==> config.mk <==
export PLATFORM = sky130hd
export DESIGN_NAME = id_ex_stage
export DESIGN_NICKNAME = d
export VERILOG_FILES = /design/src/rtl/id_ex_stage_pkg.sv /design/src/rtl/id_ex_stage_fwd_mux.sv /design/src/rtl/id_ex_stage.sv
export SDC_FILE = /design/constraint.sdc
export NUM_CORES = 1
export LEC_CHECK = 0
export CAP_MARGIN = 20
export CORE_AREA = 8 8 218 220
export DETAILED_ROUTE_END_ITERATION = 7
export DIE_AREA = 0 0 226 228
export DONT_BUFFER_PORTS = 1
export GPL_TIMING_DRIVEN = 0
export SYNTH_ARGS = -nofsm -noshare
export SYNTH_HDL_FRONTEND = slang
export SYNTH_SLANG_ARGS = --single-unit
==> constraint.sdc <==
create_clock -name clk_i -period 2.46 [get_ports clk_i]
set_input_delay 0.492 -clock clk_i [delete_from_list [all_inputs] [get_ports clk_i]]
set_output_delay 0.492 -clock clk_i [all_outputs]
set_load 0.01 [all_outputs]
==> src/rtl/id_ex_stage_pkg.sv <==
// Shared types and defaults for the ID/EX pipeline register and its forwarding muxes.
package id_ex_stage_pkg;

  localparam int DEF_DATA_W = 64;
  localparam int DEF_REG_AW = 5;
  localparam int DEF_CTRL_W = 4;

  typedef enum logic [3:0] {
    ALU_AND = 4'b0000,
    ALU_OR  = 4'b0001,
    ALU_ADD = 4'b0010,
    ALU_SUB = 4'b0110,
    ALU_SLT = 4'b0111
  } alu_op_e;

  typedef enum logic [1:0] {
    FWD_RF    = 2'd0,
    FWD_EXMEM = 2'd1,
    FWD_MEMWB = 2'd2
  } fwd_sel_e;

endpackage

==> src/rtl/id_ex_stage_fwd_mux.sv <==
// Operand forwarding for one source register: EX/MEM beats MEM/WB beats register file.
module fwd_mux
  import id_ex_stage_pkg::*;
#(
  parameter int DATA_W = DEF_DATA_W,
  parameter int REG_AW = DEF_REG_AW
) (
  input  logic              ex_valid_i,
  input  logic              rs_used_i,
  input  logic [REG_AW-1:0] rs_i,
  input  logic [DATA_W-1:0] rf_data_i,
  input  logic              exmem_reg_write_i,
  input  logic [REG_AW-1:0] exmem_rd_i,
  input  logic [DATA_W-1:0] exmem_result_i,
  input  logic              memwb_reg_write_i,
  input  logic [REG_AW-1:0] memwb_rd_i,
  input  logic [DATA_W-1:0] memwb_data_i,
  output logic [DATA_W-1:0] data_o
);

  logic     exmem_hit;
  logic     memwb_hit;
  fwd_sel_e sel;

  // Register 0 is hard-wired to zero, so a write to it must never be forwarded.
  assign exmem_hit = ex_valid_i & rs_used_i & exmem_reg_write_i &
                     (exmem_rd_i != '0) & (exmem_rd_i == rs_i);
  assign memwb_hit = ex_valid_i & rs_used_i & memwb_reg_write_i &
                     (memwb_rd_i != '0) & (memwb_rd_i == rs_i);

  always_comb begin
    // NOTE: default assignment first on every path keeps this combinational (no latch).
    sel = FWD_RF;
    if (exmem_hit)      sel = FWD_EXMEM;
    else if (memwb_hit) sel = FWD_MEMWB;
  end

  always_comb begin
    data_o = rf_data_i;
    unique case (sel)
      FWD_EXMEM: data_o = exmem_result_i;
      FWD_MEMWB: data_o = memwb_data_i;
      default:   data_o = rf_data_i;
    endcase
  end

endmodule

==> src/rtl/id_ex_stage.sv <==
// ID/EX pipeline register feeding the ALU, with EX/MEM and MEM/WB forwarding and load-use detect.
module id_ex_stage
  import id_ex_stage_pkg::*;
#(
  parameter int DATA_W = DEF_DATA_W,
  parameter int REG_AW = DEF_REG_AW,
  parameter int CTRL_W = DEF_CTRL_W
) (
  input  logic              clk_i,
  input  logic              rst_i,
  input  logic              stall_i,
  input  logic              flush_i,
  input  logic              id_valid_i,
  input  logic [REG_AW-1:0] id_rs1_i,
  input  logic [REG_AW-1:0] id_rs2_i,
  input  logic [REG_AW-1:0] id_rd_i,
  input  logic              id_rs1_used_i,
  input  logic              id_rs2_used_i,
  input  logic [DATA_W-1:0] id_rs1_data_i,
  input  logic [DATA_W-1:0] id_rs2_data_i,
  input  logic [DATA_W-1:0] id_imm_i,
  input  logic              id_alu_src_i,
  input  logic [CTRL_W-1:0] id_alu_ctrl_i,
  input  logic              id_reg_write_i,
  input  logic              id_mem_read_i,
  input  logic              id_mem_write_i,
  input  logic              id_mem_to_reg_i,
  input  logic              exmem_reg_write_i,
  input  logic [REG_AW-1:0] exmem_rd_i,
  input  logic [DATA_W-1:0] exmem_result_i,
  input  logic              memwb_reg_write_i,
  input  logic [REG_AW-1:0] memwb_rd_i,
  input  logic [DATA_W-1:0] memwb_data_i,
  output logic [DATA_W-1:0] alu_src1_o,
  output logic [DATA_W-1:0] alu_src2_o,
  output logic [CTRL_W-1:0] alu_ctrl_o,
  output logic [DATA_W-1:0] store_data_o,
  output logic [REG_AW-1:0] ex_rd_o,
  output logic              ex_valid_o,
  output logic              ex_reg_write_o,
  output logic              ex_mem_read_o,
  output logic              ex_mem_write_o,
  output logic              ex_mem_to_reg_o,
  output logic              load_use_o
);

  typedef struct packed {
    logic              valid;
    logic [REG_AW-1:0] rs1;
    logic [REG_AW-1:0] rs2;
    logic [REG_AW-1:0] rd;
    logic              rs1_used;
    logic              rs2_used;
    logic [DATA_W-1:0] rs1_data;
    logic [DATA_W-1:0] rs2_data;
    logic [DATA_W-1:0] imm;
    logic              alu_src;
    logic [CTRL_W-1:0] alu_ctrl;
    logic              reg_write;
    logic              mem_read;
    logic              mem_write;
    logic              mem_to_reg;
  } ex_reg_t;

  ex_reg_t ex_d, ex_q;
  logic [DATA_W-1:0] rs1_fwd, rs2_fwd;

  always_comb begin
    ex_d = ex_q;
    if (flush_i) begin
      ex_d = '0;
    end else if (!stall_i) begin
      ex_d.valid      = id_valid_i;
      ex_d.rs1        = id_rs1_i;
      ex_d.rs2        = id_rs2_i;
      ex_d.rd         = id_rd_i;
      ex_d.rs1_used   = id_rs1_used_i;
      ex_d.rs2_used   = id_rs2_used_i;
      ex_d.rs1_data   = id_rs1_data_i;
      ex_d.rs2_data   = id_rs2_data_i;
      ex_d.imm        = id_imm_i;
      ex_d.alu_src    = id_alu_src_i;
      ex_d.alu_ctrl   = id_alu_ctrl_i;
      ex_d.reg_write  = id_reg_write_i  & id_valid_i;
      ex_d.mem_read   = id_mem_read_i   & id_valid_i;
      ex_d.mem_write  = id_mem_write_i  & id_valid_i;
      ex_d.mem_to_reg = id_mem_to_reg_i & id_valid_i;
    end
  end

  // NOTE: non-blocking assignment for state; the async reset clears the whole slot at once.
  always_ff @(posedge clk_i or negedge rst_i) begin
    if (!rst_i) ex_q <= '0;
    else        ex_q <= ex_d;
  end

  fwd_mux #(.DATA_W(DATA_W), .REG_AW(REG_AW)) u_fwd_rs1 (
    .ex_valid_i        (ex_q.valid),
    .rs_used_i         (ex_q.rs1_used),
    .rs_i              (ex_q.rs1),
    .rf_data_i         (ex_q.rs1_data),
    .exmem_reg_write_i (exmem_reg_write_i),
    .exmem_rd_i        (exmem_rd_i),
    .exmem_result_i    (exmem_result_i),
    .memwb_reg_write_i (memwb_reg_write_i),
    .memwb_rd_i        (memwb_rd_i),
    .memwb_data_i      (memwb_data_i),
    .data_o            (rs1_fwd)
  );

  fwd_mux #(.DATA_W(DATA_W), .REG_AW(REG_AW)) u_fwd_rs2 (
    .ex_valid_i        (ex_q.valid),
    .rs_used_i         (ex_q.rs2_used),
    .rs_i              (ex_q.rs2),
    .rf_data_i         (ex_q.rs2_data),
    .exmem_reg_write_i (exmem_reg_write_i),
    .exmem_rd_i        (exmem_rd_i),
    .exmem_result_i    (exmem_result_i),
    .memwb_reg_write_i (memwb_reg_write_i),
    .memwb_rd_i        (memwb_rd_i),
    .memwb_data_i      (memwb_data_i),
    .data_o            (rs2_fwd)
  );

  assign alu_src1_o      = rs1_fwd;
  assign alu_src2_o      = ex_q.alu_src ? ex_q.imm : rs2_fwd;
  assign store_data_o    = rs2_fwd;
  assign alu_ctrl_o      = ex_q.alu_ctrl;
  assign ex_rd_o         = ex_q.rd;
  assign ex_valid_o      = ex_q.valid;
  assign ex_reg_write_o  = ex_q.reg_write;
  assign ex_mem_read_o   = ex_q.mem_read;
  assign ex_mem_write_o  = ex_q.mem_write;
  assign ex_mem_to_reg_o = ex_q.mem_to_reg;

  // A load in EX cannot forward its data to the instruction now in ID.
  assign load_use_o = ex_q.valid & ex_q.mem_read & (ex_q.rd != '0) & id_valid_i &
                      (((ex_q.rd == id_rs1_i) & id_rs1_used_i) |
                       ((ex_q.rd == id_rs2_i) & id_rs2_used_i));

endmodule

==> out/qor.txt <==
Tot GR Track Use = 25.0%
internal power = 7050 uW
xor/xnor share of the synthesized area = 1.94%
via count = 12464
violated checks = hold timing, setup timing
Post-Synth Simple-Gate Area = 13.1%
CP arrival = 2.65 ns
Worst-Margin Slew = 1.11 ns
Worst EP required = 1.97 ns
die height = 228 um
TritonCTS buffer count = 28
Max clock buf depth = 3
Comb power frac = 17.9%
status = complete, but fails checks
CTS tree = built
clk_lat worst skew = 0.55 ns
initial DRC count = 952
Detailed Place HPWL = 47400 um
DRT Pass-1 Iters = 5
DR WL/cell = 32.5 um
Slew Limit Fails = 0
CP startpoint kind = register
final period utilization = 128%
Post-Route Skew = 0 ns
crit path capture type = primary output
Hold WC Path Type = input port to asynchronous set/reset pin
crit path cell chain = clkbuf_2 -> clkbuf_1 -> a221oi_2
synthesis-to-layout area growth = 52.4%
CP max FO = 10
Area after DPL = 14400 um^2
Worst-path clk slew = 0.06 ns
register area share after synthesis = 40.5%
Post-layout nets = 1883
worst hold margin = -0.359 ns
global-route wire length before repair = 96100 um
Flop pwr share = 40.1%
synthesized net count = 1786
cell count after synthesis = 1423
VDD IR-drop max = 0.000451 V
Port Buffers = 0
most frequent cells in the layout = nor2_1 (253), mux2i_1 (245), dfrtp_1 (218)
final setup TNS = -105.95 ns
die footprint = 51500 um^2
Setup WS post-layout = -0.679 ns
RSZ-0062 raised after global routing = yes
max incr delay on CP = 0.88 ns
IO Pins = 570
Netlist cell types = 28
largest net degree at the start of global routing = 220
Final Hold Viols = 219
Vias/cell = 5.84
final wirelength = 69400 um
Sink Count = 219
post-synthesis register bit count = 219
power share of the clock group = 42.0%
final antenna-violating net count = 0
clock root buffer = clkbuf_16
Avg Cell Area, Syn = 9.51 um^2
layout cells sized above 1 = 41.0%
initial antenna violation count = 1
post-synthesis mux area share = 25.4%
Pleak = 0.00921 uW
H-tree Lvls = 1
Switching Fraction = 29.1%
crit path max-delay cell type = clkbuf_1
placeable core area = 43800 um^2
delay-heaviest family, CP = buffers and inverters
max_slew headroom = 25.8%
row count = 77
remaining global-route overflow = 0
mapped cell area = 13500 um^2
fmax = 319 MHz
EDFF count, synth = 0
Max Cap Viol = 0
gp weighted congestion = 0.947
type of the worst setup path = register to primary output
NetSw = 2890 uW
Async SR Flop Fraction = 100%
Power Density = 482 nW/um^2
starting density of the core = 30.9%
main flop type after synthesis = dfrtp_1
adder-cell area share of the yosys netlist = 0%
Final Cell Area = 20600 um^2
number of synthesis warnings = 0
vias in the first global route = 13113
Worst Path Buf+Inv = 2
final setup violation count = 192
largest family of logic cells by synthesized area = multiplexers
commonest non-fill, non-tap cell in the layout = nor2_1
die width = 226 um
# DRC = 0
Synth Area in Compound Gates = 12.2%
crit path time final = 3.14 ns
metrics by stage:
stage / worst slack, ns / hold slack, ns / total power [uW] / instances / util, %
6_report: -0.679 / -0.359 / 9940 / 2133 / 47.1
5_1_grt: -0.803 / -0.403 / 10300 / 2133 / 47.1
4_1_cts: -0.694 / -0.402 / 9860 / 2127 / 43.9
3_5_place_dp: -0.957 / 0.203 / 5350 / 2015 / 32.8
3_3_place_gp: -0.904 / 0.204 / 5320 / 2015 / 32.8
2_1_floorplan: -0.0357 / 0.196 / 4970 / 1423 / -
sequential cells by signal, summed over array words and instances, names as in the netlist:
signal           cells
ex_valid_o           1
ex_rd_o              5
ex_mem_read_o        1
ex_mem_write_o       1
ex_reg_write_o       1
ex_mem_to_reg_o      1
alu_ctrl_o           4
ex_q               205
cell usage after synthesis (all sizes together) (24+ instances only):
cell type / n / area share [%]
xor2: 24 / 1.6
nand2: 70 / 1.9
nor2: 290 / 8.0
dfrtp: 219 / 40
o21ai: 64 / 2.4
nor3: 64 / 2.4
a21oi: 69 / 2.6
a221oi: 64 / 6.9
inv: 64 / 1.8
clkbuf: 62 / 1.7
buf: 65 / 3.5
mux2i: 343 / 25
area by class of cell:
type	count	area (um^2)
antenna	1	2.50
buffer	124	1230
clock buffer	43	858
clock inverter	7	73.8
fill	3842	23200
inverter	64	240
multi-input combinational	1013	10800
sequential	219	5480
tap	592	741
timing repair buffer	70	1230
final timing paths:
check | to | depth (start not counted) | start | slack (ns)
setup / recovery | alu_src2_o[29] | 3 | ex_q[8]$_DFFE_PN0P_ | -0.68
hold / removal | alu_ctrl_o[0]$_DFFE_PN0P_ | 0 | rst_i | -0.36
setup reg to reg | ex_q[8]$_DFFE_PN0P_ | 4 | ex_q[8]$_DFFE_PN0P_ | 0.31
hold reg to reg | ex_q[10]$_DFFE_PN0P_ | 2 | ex_q[10]$_DFFE_PN0P_ | 0.52
max in group asynchronous | ex_q[175]$_DFFE_PN0P_ | 0 | rst_i | 2.51
min in group clk_i | ex_q[19]$_DFFE_PN0P_ | 2 | id_imm_i[10] | 0.08
metal layers:
metal  GRT usage, %  up-vias  share of wire [%]
met5              0        -                  0
li1               -     5134                  -
met4           9.12        0                4.5
met1           29.2     6418                 37
met2           42.7      733                 49
met3           7.51      179                9.3
power by group through the flow:
| stage | combinational (uW) | sequential [uW] | clock (uW) |
|---|---|---|---|
| 5_1_grt | 1880 | 4000 | 4380 |
| 6_report | 1780 | 3990 | 4180 |
| 2_1_floorplan | 1010 | 3960 | 0 |
| 3_5_place_dp | 1330 | 4020 | 0 |
| 3_3_place_gp | 1310 | 4010 | 0 |
| 4_1_cts | 1640 | 3970 | 4250 |
repair_timing:
item / 4_1_cts / 5_1_grt
gates cloned: 25 / 7
endpoints found under the hold margin: 219 / 219
gates resized for setup: 591 / 272
endpoints found under the setup margin: 339 / 343
setup buffers: 38 / 11
pin swaps: 97 / 142
cell families after synthesis:
kind of cell,Yosys count
flops,219
compound gates,201
buf+inv,191
simple gates,439
mux,343
xor+xnor,30
Power figures use the tool's default switching activity.
